--- src/rtl/me_plane_ctrl_pkg.sv ---
// me_plane_ctrl_pkg: shared widths, bullet modes and plane-control defaults
package me_plane_ctrl_pkg;
    localparam int OBJ_X_POS_BIT_LEN = 10;
    localparam int OBJ_Y_POS_BIT_LEN = 10;
    localparam logic BULLET_MODE_SINGLE = 1'b0;
    localparam logic BULLET_MODE_DOUBLE = 1'b1;
    localparam int ME_START_X = 269;
    localparam int ME_START_Y = 340;
    localparam int ME_STEP = 2;
    localparam int CNT_MAX_MOVE = 2_000_000;
    localparam int DOUBLE_TICKS = 1250;
    typedef enum logic {
        MODE_SINGLE = BULLET_MODE_SINGLE,
        MODE_DOUBLE = BULLET_MODE_DOUBLE
    } mode_e;
endpackage

--- src/rtl/me_plane_ctrl_axis_step.sv ---
// me_plane_ctrl_axis_step: next position on one axis, clamped to [0, MAX]
module me_plane_ctrl_axis_step #(
    parameter int W    = 10,
    parameter int MAX  = 538,
    parameter int STEP = 2
) (
    input  logic [W-1:0] pos,
    input  logic         dec,
    input  logic         inc,
    input  logic         tick,
    output logic [W-1:0] next_pos
);
    logic [W:0] sum;
    // compare before subtracting so the low side never wraps; add in W+1 bits
    always_comb begin
        sum = {1'b0, pos} + (W+1)'(STEP);
        next_pos = pos;
        if (tick && dec && !inc)
            next_pos = (pos < W'(STEP)) ? '0 : pos - W'(STEP);
        else if (tick && inc && !dec)
            next_pos = (sum > (W+1)'(MAX)) ? W'(MAX) : sum[W-1:0];
    end
endmodule

--- src/rtl/me_plane_ctrl.sv ---
// me_plane_ctrl: button-driven player position with clamping and power-up fire mode
module me_plane_ctrl
    import me_plane_ctrl_pkg::*;
#(
    parameter int H_DISP       = 640,
    parameter int V_DISP       = 480,
    parameter int PLANE_W      = 102,
    parameter int PLANE_H      = 126,
    parameter int START_X      = me_plane_ctrl_pkg::ME_START_X,
    parameter int START_Y      = me_plane_ctrl_pkg::ME_START_Y,
    parameter int STEP         = me_plane_ctrl_pkg::ME_STEP,
    parameter int MOVE_DIV     = me_plane_ctrl_pkg::CNT_MAX_MOVE,
    parameter int DOUBLE_TICKS = me_plane_ctrl_pkg::DOUBLE_TICKS
) (
    input  logic                         clk_run,
    input  logic                         rst,
    input  logic                         btn_up_i,
    input  logic                         btn_down_i,
    input  logic                         btn_left_i,
    input  logic                         btn_right_i,
    input  logic                         game_en_i,
    input  logic                         powerup_i,
    input  logic                         hit_i,
    output logic [OBJ_X_POS_BIT_LEN-1:0] me_x_pos_o,
    output logic [OBJ_Y_POS_BIT_LEN-1:0] me_y_pos_o,
    output logic                         mode_o,
    output logic                         move_tick_o
);
    localparam int DIV_W = $clog2(MOVE_DIV);
    localparam int DBL_W = $clog2(DOUBLE_TICKS + 1);
    logic [3:0] btn_meta, btn_sync;
    logic [DIV_W-1:0] div_cnt;
    logic [DBL_W-1:0] dbl_cnt, dbl_cnt_nxt;
    mode_e state, state_nxt;
    logic tick;
    logic [OBJ_X_POS_BIT_LEN-1:0] x_nxt;
    logic [OBJ_Y_POS_BIT_LEN-1:0] y_nxt;
    assign tick = game_en_i && (div_cnt == DIV_W'(MOVE_DIV - 1));
    assign mode_o = state;
    // two-flop synchronizer for the button levels, ordered {up, down, left, right}
    always_ff @(posedge clk_run or posedge rst) begin
        if (rst) begin
            btn_meta <= '0;
            btn_sync <= '0;
        end else begin
            btn_meta <= {btn_up_i, btn_down_i, btn_left_i, btn_right_i};
            btn_sync <= btn_meta;
        end
    end
    // move-tick divider; holds while the game is frozen
    always_ff @(posedge clk_run or posedge rst) begin
        if (rst) begin
            div_cnt <= '0;
            move_tick_o <= 1'b0;
        end else begin
            move_tick_o <= tick;
            if (game_en_i) div_cnt <= tick ? '0 : div_cnt + DIV_W'(1);
        end
    end
    me_plane_ctrl_axis_step #(.W(OBJ_X_POS_BIT_LEN), .MAX(H_DISP - PLANE_W), .STEP(STEP)) u_x_step (
        .pos(me_x_pos_o), .dec(btn_sync[1]), .inc(btn_sync[0]), .tick(tick), .next_pos(x_nxt)
    );
    me_plane_ctrl_axis_step #(.W(OBJ_Y_POS_BIT_LEN), .MAX(V_DISP - PLANE_H), .STEP(STEP)) u_y_step (
        .pos(me_y_pos_o), .dec(btn_sync[3]), .inc(btn_sync[2]), .tick(tick), .next_pos(y_nxt)
    );
    // position register; a hit respawns the plane ahead of any move
    always_ff @(posedge clk_run or posedge rst) begin
        if (rst) begin
            me_x_pos_o <= OBJ_X_POS_BIT_LEN'(START_X);
            me_y_pos_o <= OBJ_Y_POS_BIT_LEN'(START_Y);
        end else if (hit_i) begin
            me_x_pos_o <= OBJ_X_POS_BIT_LEN'(START_X);
            me_y_pos_o <= OBJ_Y_POS_BIT_LEN'(START_Y);
        end else begin
            me_x_pos_o <= x_nxt;
            me_y_pos_o <= y_nxt;
        end
    end
    // mode state and remaining double-mode ticks
    always_ff @(posedge clk_run or posedge rst) begin
        if (rst) begin
            state <= MODE_SINGLE;
            dbl_cnt <= '0;
        end else begin
            state <= state_nxt;
            dbl_cnt <= dbl_cnt_nxt;
        end
    end
    // hit beats power-up, power-up reload beats the expiring tick
    always_comb begin
        state_nxt = state;
        dbl_cnt_nxt = dbl_cnt;
        if (hit_i) begin
            state_nxt = MODE_SINGLE;
            dbl_cnt_nxt = '0;
        end else if (powerup_i) begin
            state_nxt = MODE_DOUBLE;
            dbl_cnt_nxt = DBL_W'(DOUBLE_TICKS);
        end else if (state == MODE_DOUBLE && tick) begin
            dbl_cnt_nxt = dbl_cnt - DBL_W'(1);
            if (dbl_cnt == DBL_W'(1)) state_nxt = MODE_SINGLE;
        end
    end
endmodule

--- config.mk ---
export PLATFORM = sky130hd
export DESIGN_NAME = me_plane_ctrl
export DESIGN_NICKNAME = d
export VERILOG_FILES = /design/src/rtl/me_plane_ctrl_pkg.sv /design/src/rtl/me_plane_ctrl_axis_step.sv /design/src/rtl/me_plane_ctrl.sv
export SDC_FILE = /design/constraint.sdc
export NUM_CORES = 1
export LEC_CHECK = 0
export CORE_ASPECT_RATIO = 0.5
export CORE_MARGIN = 2
export CORE_UTILIZATION = 40
export CTS_CLUSTER_DIAMETER = 100
export CTS_CLUSTER_SIZE = 10
export DETAILED_ROUTE_END_ITERATION = 10
export HOLD_SLACK_MARGIN = 0.05
export PLACE_DENSITY = 0.68
export SLEW_MARGIN = 15
export SYNTH_ARGS = -nofsm -noshare
export SYNTH_HDL_FRONTEND = slang
export SYNTH_SLANG_ARGS = --single-unit
--- constraint.sdc ---
create_clock -name clk_run -period 4 [get_ports clk_run]
set_input_delay 0.4 -clock clk_run [delete_from_list [all_inputs] [get_ports clk_run]]
set_output_delay 0.4 -clock clk_run [all_outputs]
set_load 0.01 [all_outputs]
[Word level (Yosys, flattened, before mapping)]
Cells that the tools add are included.
Cells by class
  add/subtract/negate cells: 6
  $lt $le $gt $ge: 4
  equality and inequality tests: 2
  multiplexer cells: 18
  reduce and logical (&&, ||, !) cells: 19
Operators by type and width (count)
  $mux W10: 10
  $mux W11: 3
  $add A10 B2 Y11 const B: 2
  $add A21 B1 Y21 const B: 1
  $eq A21 B21 Y1 const B: 1
  $mux W21: 1
  $lt A10 B2 Y1 const B: 2
  $sub A10 B2 Y10 const B: 2
  $reduce_bool A3 Y1: 4
  $eq A11 B1 Y1 const B: 1
  $gt A11 B10 Y1 const B: 1
  $gt A11 B9 Y1 const B: 1
  $sub A11 B1 Y11 const B: 1
  $logic_and A1 B1 Y1: 10
  $logic_not A1 Y1: 4
  $mux W1: 4
  $reduce_and A2 Y1: 1
Storage, ports and cells
  flip-flop bits (word level): 62
  input bits: 9

[Depth between registers and ports, before layout]
Gate-level depths: netlist (run 1).
  depth after elaboration: 7
  depth in mapped cells: 9
  mapped depth without buffers: 8

[By module]
Synthesis (run 1) repeated with hierarchy kept, for this count alone.
Second synthesis, totals
  cells, all modules: 478
  area total of the unflattened synthesis: 4184.0 um^2
By module, submodules not included
  me_plane_ctrl: times used 1, cells an instance 235, area each 2647.5 um^2, sequential area each 1561.5 um^2
  me_plane_ctrl_axis_step (u_y_step): times used 1, cells an instance 127, area each 810.8 um^2, sequential area each 0.0 um^2
  me_plane_ctrl_axis_step (u_x_step): times used 1, cells an instance 116, area each 725.7 um^2, sequential area each 0.0 um^2

[Worst setup path before layout (run 1)]
Ideal clock, no wire load.
  path kind: register -> register
  start: reg me_y_pos_o[2]
  end: reg me_y_pos_o[6]
  setup time: 0.086 ns
  arrival time: 2.179 ns
  setup slack: 1.734 ns
  stages on the path, launching flop included: 9
  path buffers: 1
  period minus slack after synthesis: 2.266 ns
  cell sequence: dfstp_2 ha_1 buf_2 inv_1 nor4_2 nor3_1 nand4bb_1 and2_1 o41a_1
Between the ends
  longest elaborated chain between the ends: 6
  elaborated cells on any way between the ends: 9
Ends and longest elaborated chain
  start, declared: RTL line me_plane_ctrl.sv:25  | output logic [OBJ_Y_POS_BIT_LEN-1:0] me_y_pos_o,
  start signal, assigned: RTL line me_plane_ctrl.sv:70  | me_y_pos_o <= OBJ_Y_POS_BIT_LEN'(START_Y);
  start signal, assigned: RTL line me_plane_ctrl.sv:73  | me_y_pos_o <= OBJ_Y_POS_BIT_LEN'(START_Y);
  start signal, assigned: RTL line me_plane_ctrl.sv:76  | me_y_pos_o <= y_nxt;
  $add A10 B2 Y11: RTL line me_plane_ctrl_axis_step.sv:16  | sum = {1'b0, pos} + (W+1)'(STEP);
  $gt A11 B9 Y1: RTL line me_plane_ctrl_axis_step.sv:21  | next_pos = (sum > (W+1)'(MAX)) ? W'(MAX) : sum[W-1:0];
  $mux W10: RTL line me_plane_ctrl_axis_step.sv:21
  $mux W10: RTL line me_plane_ctrl_axis_step.sv:20  | else if (tick && inc && !dec)
  $mux W10 *: RTL line me_plane_ctrl_axis_step.sv:18  | if (tick && dec && !inc)
  $mux W10 *: RTL line me_plane_ctrl.sv:71  | end else if (hit_i) begin
Mark *: on every way between the ends. The rest lies on a longest branch, timed or not. The select of a mux whose other input is x is not followed.
A chain may end at the register's enable or synchronous reset.

[Worst setup path in the final report (run 1)]
  start: reg me_y_pos_o[2]
  end: reg me_y_pos_o[5]
Same word-level chain as after synthesis.

==> results of run 1 <==
[cells by family after synthesis]
logic type | synth area share
AND/OR/NAND/NOR | 0.306
AO/OA/AOI/OAI | 0.165
flip-flops | 0.374
buffers and inverters | 0.0500
XOR/XNOR | 0.0704
adder cells (fa/ha/maj) | 0.0213
multiplexers | 0.0125
other | 0.000913
[registers in the layout, summed over array words and instances (netlist names)]
name         flops
dbl_cnt         11
div_cnt         21
me_x_pos_o      10
move_tick_o      1
mode_o           1
btn_meta         4
btn_sync         4
me_y_pos_o       9
[area by class of cell]
cell class | instances | area (µm²) | area share
clock inverters | 5 | 52.6 | 0.0111
multi-input cells | 368 | 2360 | 0.500
repair buffers | 31 | 305 | 0.0646
well taps | 140 | 175 | 0.0371
flip-flops and latches | 61 | 1540 | 0.325
clock buffers | 11 | 233 | 0.0492
inverters | 16 | 60.1 | 0.0127
[layer usage]
metal,GRT usage,part of all wire,vias up
met5,0,0,-
met4,0.0609,0.010,0
met3,0.0479,0.069,13
met2,0.274,0.42,133
met1,0.255,0.50,1754
li1,-,-,1785
[path summary, 6_finish.rpt]
path / startpoint / to / slack [ns] / cells after the start
min reg2reg: btn_meta[3]$_DFF_PP0_ / btn_sync[3]$_DFF_PP0_ / 0.34 / 0
max reg2reg: me_y_pos_o[2]$_DFFE_PP1P_ / me_y_pos_o[5]$_DFFE_PP0P_ / 1.21 / 7
max in group asynchronous: rst / me_x_pos_o[2]$_DFFE_PP1P_ / 2.57 / 3
min in group asynchronous: rst / div_cnt[14]$_DFFE_PP0P_ / 0.57 / 2
min: btn_meta[3]$_DFF_PP0_ / btn_sync[3]$_DFF_PP0_ / 0.34 / 0
max: me_y_pos_o[2]$_DFFE_PP1P_ / me_y_pos_o[5]$_DFFE_PP0P_ / 1.21 / 7
[metrics by stage]
step                      total power [µW]  cell area, µm²  std cells
final                                 1590            4730        632
after global routing                  1670            4730        632
after CTS                             1610            4730        632
after detailed placement               852            4440        616
after global placement                 850            4440        616
after floorplan                        812            4110        476
[cells in the mapped netlist (3+ instances only)]
master     n  share of area
nand4b_1   3         0.0064
nor4_2     3         0.0091
and2_1     6         0.0091
or4_1      5         0.0091
o21ai_0   21          0.026
a32o_1     4         0.0098
a22oi_1    3         0.0055
mux2i_1    4         0.0098
a41oi_1    3         0.0064
a21o_1     3         0.0055
or2_2      5         0.0076
ha_1       7          0.021
buf_2     11          0.013
clkbuf_1  16          0.015
a21oi_1   21          0.026
or3_1      9          0.014
nor3_1    15          0.018
nor3b_1    3         0.0055
o22ai_1    4         0.0061
nor2b_1    8          0.012
inv_1     15          0.014
and3_1    10          0.015
a31oi_1   11          0.017
dfstp_2    8          0.051
nand3b_1   3         0.0055
nor4_1    11          0.017
xor2_1    17          0.036
nand3_1   33          0.040
dfrtp_1   53           0.32
o21a_1     3         0.0055
nand2b_1   6         0.0091
and4_1     4         0.0085
nand4_1   14          0.021
nand2_1   25          0.023
nor2_1    48          0.044
xnor2_1   16          0.034
[worst max-delay path, delay by kind of cell, from the launching register on]
kind	cells	cell delay [ns]
and+or+nand+nor	4	1.06
AOI/OAI and AO/OA	1	0.32
buffers and inverters	1	0.20
adders and majority gates	1	0.44
DFF	1	0.64
[where the power goes]
part	internal (µW)	switching, µW	leakage, µW	total [µW]
clock network	478	268	0.000139	746
registers	661	52.1	0.000786	714
logic	58.6	70.3	0.000946	129
total	1200	390	0.00187	1590
==> flow_metrics.env, run 1 <==
export IMPL_gp_congestion=0.923
export IMPL_ir_worst_vdd_mv=0.184
export IMPL_period_share=0.699
export IMPL_powerDensity_mw_per_mm2=336
export IMPL_synth_ff_type="dfrtp_1"
export IMPL_routed_wl_mm=9.76
export IMPL_cts_resized=0
export IMPL_cts_setup_buffers=0
export IMPL_yosys_warnings=0
export IMPL_cts_hold_buf=0
export IMPL_slew_headroom=0.421
export IMPL_clock_tree_buffer_depth=2
export IMPL_numCtsBuffers=9
export IMPL_worstPathArrival_ns=2.99
export IMPL_final_cell_mix="53 x dfrtp_1, 48 x nor2_1, 33 x nand3_1"
export IMPL_final_common_cell="dfrtp_1"
export IMPL_ys_async_sr_fraction=1.00
export IMPL_root_buffer="clkbuf_16"
export IMPL_via_per_inst=5.83
export IMPL_synth_cells=476
export IMPL_hp_class="flip-flop to flip-flop"
export IMPL_antennaDiodeCount=0
export IMPL_coreArea_mm2=0.0101
export IMPL_critPathRequiredTime_ns=4.19
export IMPL_antenna_found_initial=0
export IMPL_ant_nets=0
export IMPL_synth_edf_count=0
export IMPL_fp_dieH_um=75.6
export IMPL_wl_per_cell_um=15.4
export IMPL_synth_cell_types=73
export IMPL_max_cap_viol_count=0
export IMPL_hold_slack_ns=0.342
export IMPL_grt_usage=0.181
export IMPL_syn_area_mm2=0.00411
export IMPL_place_ws_ns=0.989
export IMPL_status="complete, no violations"
export IMPL_syn_avg_cell_area_um2=8.63
export IMPL_cp_max_fo=11
export IMPL_ys_ff_latch=61
export IMPL_num_vias=3685
export IMPL_fin_util=0.469
export IMPL_period_minus_slack_ns=2.79
export IMPL_path_clk_slew_ns=0.05
export IMPL_drive_above_1_share=0.0915
export IMPL_hold_viol_final=0
export IMPL_drc=0
export IMPL_cp_slowest_cell="dfstp_2"
export IMPL_rows=26
export IMPL_numClockSinks=61
export IMPL_first_pass_iters=5
export IMPL_hpwl_mm=7.01
export IMPL_start_util=0.407
export IMPL_initialDrtViolationCount=343
export IMPL_grt_pass1_wl_mm=16.1
export IMPL_startpoint_type="flip-flop"
export IMPL_rsz0062_at_grt="no"
export IMPL_die_area_mm2=0.0111
export IMPL_fillerInstances=978
export IMPL_end_kind="flip-flop"
export IMPL_crit_chain="ha_1 -> inv_1 -> nor4_2 -> nor3_1 -> nand4bb_1 -> and2_1 -> o31a_1"
export IMPL_grt_max_degree=43
export IMPL_grt_remaining_overflow=0
export IMPL_io_pin_count=31
export IMPL_path_class="flip-flop to flip-flop"
export IMPL_area_growth_pct=15.1
export IMPL_power_leakage_uw=0.00187
export IMPL_finalClockSkew_ns=0.0114
export IMPL_clk_latency_ns=0.33
export IMPL_grt_pass1_vias=3288
export IMPL_drv_slew=0
export IMPL_cp_slowest_stage_delay_ns=0.64
export IMPL_port_buffer_count=29
export IMPL_fp_dieW_um=147
export IMPL_cts_tree="yes"
export IMPL_setup_viol=0
export IMPL_synth_seq_area_share=0.374
export IMPL_syn_nets=492
export IMPL_num_nets_final=503
export IMPL_worst_pin_slew_ns=0.868
export IMPL_cts_htree_levels=3
export IMPL_worst_slack_ns=1.21
export IMPL_tns_ns=0
export IMPL_fmax_ghz=0.358
No activity file was read; power rests on OpenSTA's default activity.
==> run 2, diff against run 1 <==
==> constraint.sdc (replaced) <==
create_clock -name clk_run -period 2.72 [get_ports clk_run]
set_input_delay 0.272 -clock clk_run [delete_from_list [all_inputs] [get_ports clk_run]]
set_output_delay 0.272 -clock clk_run [all_outputs]
set_load 0.01 [all_outputs]
==> run 2 against run 1 <==
  * Sequential power is 47% higher
  * Flip-flop and latch count stayed put
  * Largest cell class unchanged
  * Clock skew is 0.0047 ns lower
==> flow_metrics.env, run 2 (synthesis gave the netlist of run 1 again) <==
export IMPL_r2r_setup_slack_ns=0.24
export IMPL_antennaDiodeCount=0
export IMPL_end_kind="flip-flop"
export IMPL_cts_htree_levels=3
export IMPL_rows=26
export IMPL_path_clk_slew_ns=0.06
export IMPL_drv_slew=0
export IMPL_r2r_cells=7
export IMPL_top_register="div_cnt"
export IMPL_cp_max_fo=11
export IMPL_period_share=0.912
export IMPL_grt_pass1_wl_mm=17.4
export IMPL_tns_ns=0
export IMPL_gp_congestion=0.896
export IMPL_drc=0
export IMPL_routed_wl_mm=10.4
export IMPL_drive_above_1_share=0.124
export IMPL_powerDensity_mw_per_mm2=509
export IMPL_grt_pass1_vias=3438
export IMPL_place_inst=631
export IMPL_setup_viol=0
export IMPL_reg_top3="div_cnt: 21 flops, dbl_cnt: 11 flops, me_x_pos_o: 10 flops"
export IMPL_whs_path_depth=0
export IMPL_cts_hold_buf=0
export IMPL_cts_tree="yes"
export IMPL_final_cell_mix="53 x dfrtp_1, 48 x nor2_1, 33 x nand3_1"
export IMPL_area_growth_pct=19.0
export IMPL_wl_per_cell_um=16.0
export IMPL_hp_class="flip-flop to flip-flop"
export IMPL_reg2reg_to="me_y_pos_o[6]$_DFFE_PP1P_"
export IMPL_fillerInstances=962
export IMPL_whs_endpoint="btn_sync[0]$_DFF_PP0_"
export IMPL_fp_dieH_um=75.6
export IMPL_first_pass_iters=4
export IMPL_grt_remaining_overflow=0
export IMPL_r2r_start="me_y_pos_o[2]$_DFFE_PP1P_"
export IMPL_worstPathArrival_ns=2.74
export IMPL_io_pin_count=31
export IMPL_clk_latency_ns=0.34
export IMPL_antenna_found_initial=0
export IMPL_port_buffer_count=29
export IMPL_period_minus_slack_ns=2.48
export IMPL_num_vias=3745
export IMPL_stdcell_count=647
export IMPL_worst_pin_slew_ns=0.765
export IMPL_slew_headroom=0.490
export IMPL_fmax_ghz=0.403
export IMPL_ant_nets=0
export IMPL_path_class="flip-flop to flip-flop"
export IMPL_critPathRequiredTime_ns=2.98
export IMPL_hold_start="btn_meta[0]$_DFF_PP0_"
export IMPL_die_area_mm2=0.0111
export IMPL_max_cap_viol_count=0
export IMPL_clock_tree_buffer_depth=2
export IMPL_power_leakage_uw=0.00197
export IMPL_numClockSinks=61
export IMPL_crit_path_start="me_y_pos_o[2]$_DFFE_PP1P_"
export IMPL_grt_max_degree=62
export IMPL_num_nets_final=518
export IMPL_numCtsBuffers=9
export IMPL_startpoint_type="flip-flop"
export IMPL_rsz0062_at_grt="no"
export IMPL_hold_viol_final=0
export IMPL_largest_reg_flops=21
export IMPL_coreArea_mm2=0.0101
export IMPL_hpwl_mm=7.27
export IMPL_ir_worst_vdd_mv=0.317
export IMPL_fp_dieW_um=147
export IMPL_via_per_inst=5.79
export IMPL_grt_usage=0.199
export IMPL_finalClockSkew_ns=0.00664
export IMPL_final_common_cell="dfrtp_1"
export IMPL_root_buffer="clkbuf_16"
export IMPL_start_util=0.407
export IMPL_initialDrtViolationCount=368
export IMPL_status="complete, no violations"
==> run 2: repair_timing <==
item | in CTS | in global routing
setup endpoints to repair | 0 | 2
setup buffers | 0 | 0
gates resized for setup | 0 | 1
==> run 2: worst max path at each step <==
stage,to,slack (ns),depth (start not counted)
floorplan,me_y_pos_o[6]$_DFFE_PP1P_,0.45,8
global placement,me_x_pos_o[5]$_DFFE_PP0P_,0.12,7
CTS,me_x_pos_o[9]$_DFFE_PP0P_,0.22,7
detailed placement,me_x_pos_o[5]$_DFFE_PP0P_,0.08,7
global route,me_y_pos_o[6]$_DFFE_PP1P_,0.09,7
finish,me_y_pos_o[6]$_DFFE_PP1P_,0.24,7
==> run 2: final cells by class <==
cell class / instances / area [µm²] / area share
multi-input combinational: 368 / 2370 / 0.486
tap: 140 / 175 / 0.0359
timing repair buffer: 46 / 418 / 0.0855
inverter: 16 / 60.1 / 0.0123
sequential: 61 / 1540 / 0.314
clock inverter: 7 / 98.8 / 0.0202
clock buffer: 9 / 225 / 0.0461
==> run 2: per-stage QoR <==
stage	total power, µW	setup slack (ns)	util	cell area [µm²]	hold WS (ns)
final	2490	0.239	0.484	4890	0.348
after global routing	2590	0.0876	0.484	4890	0.366
after CTS	2500	0.217	0.484	4880	0.352
after detailed placement	1260	0.0808	0.452	4550	0.340
after global placement	1250	0.116	0.452	4550	0.339
after floorplan	1190	0.454	-	4110	0.303
==> run 2: critical path, cell delays in order (launching register included) <==
cell	delay, ns
dfstp_2	0.66
ha_1	0.21
inv_1	0.11
nor4_2	0.38
nor3_1	0.14
nand4bb_1	0.26
and2_1	0.25
o41a_1	0.38
==> run 2: per-layer routing <==
metal,share of wire,GRT usage,vias to the layer above
li1,-,-,1806
met1,0.51,0.289,1798
met2,0.42,0.294,123
met3,0.052,0.0437,18
met4,0.017,0.0705,0
met5,0,0,-
==> run 2: power breakdown <==
group / switching (µW) / internal, µW / total (µW)
sequential: 78.4 / 972 / 1050
clock: 441 / 806 / 1250
combinational: 102 / 87.6 / 190
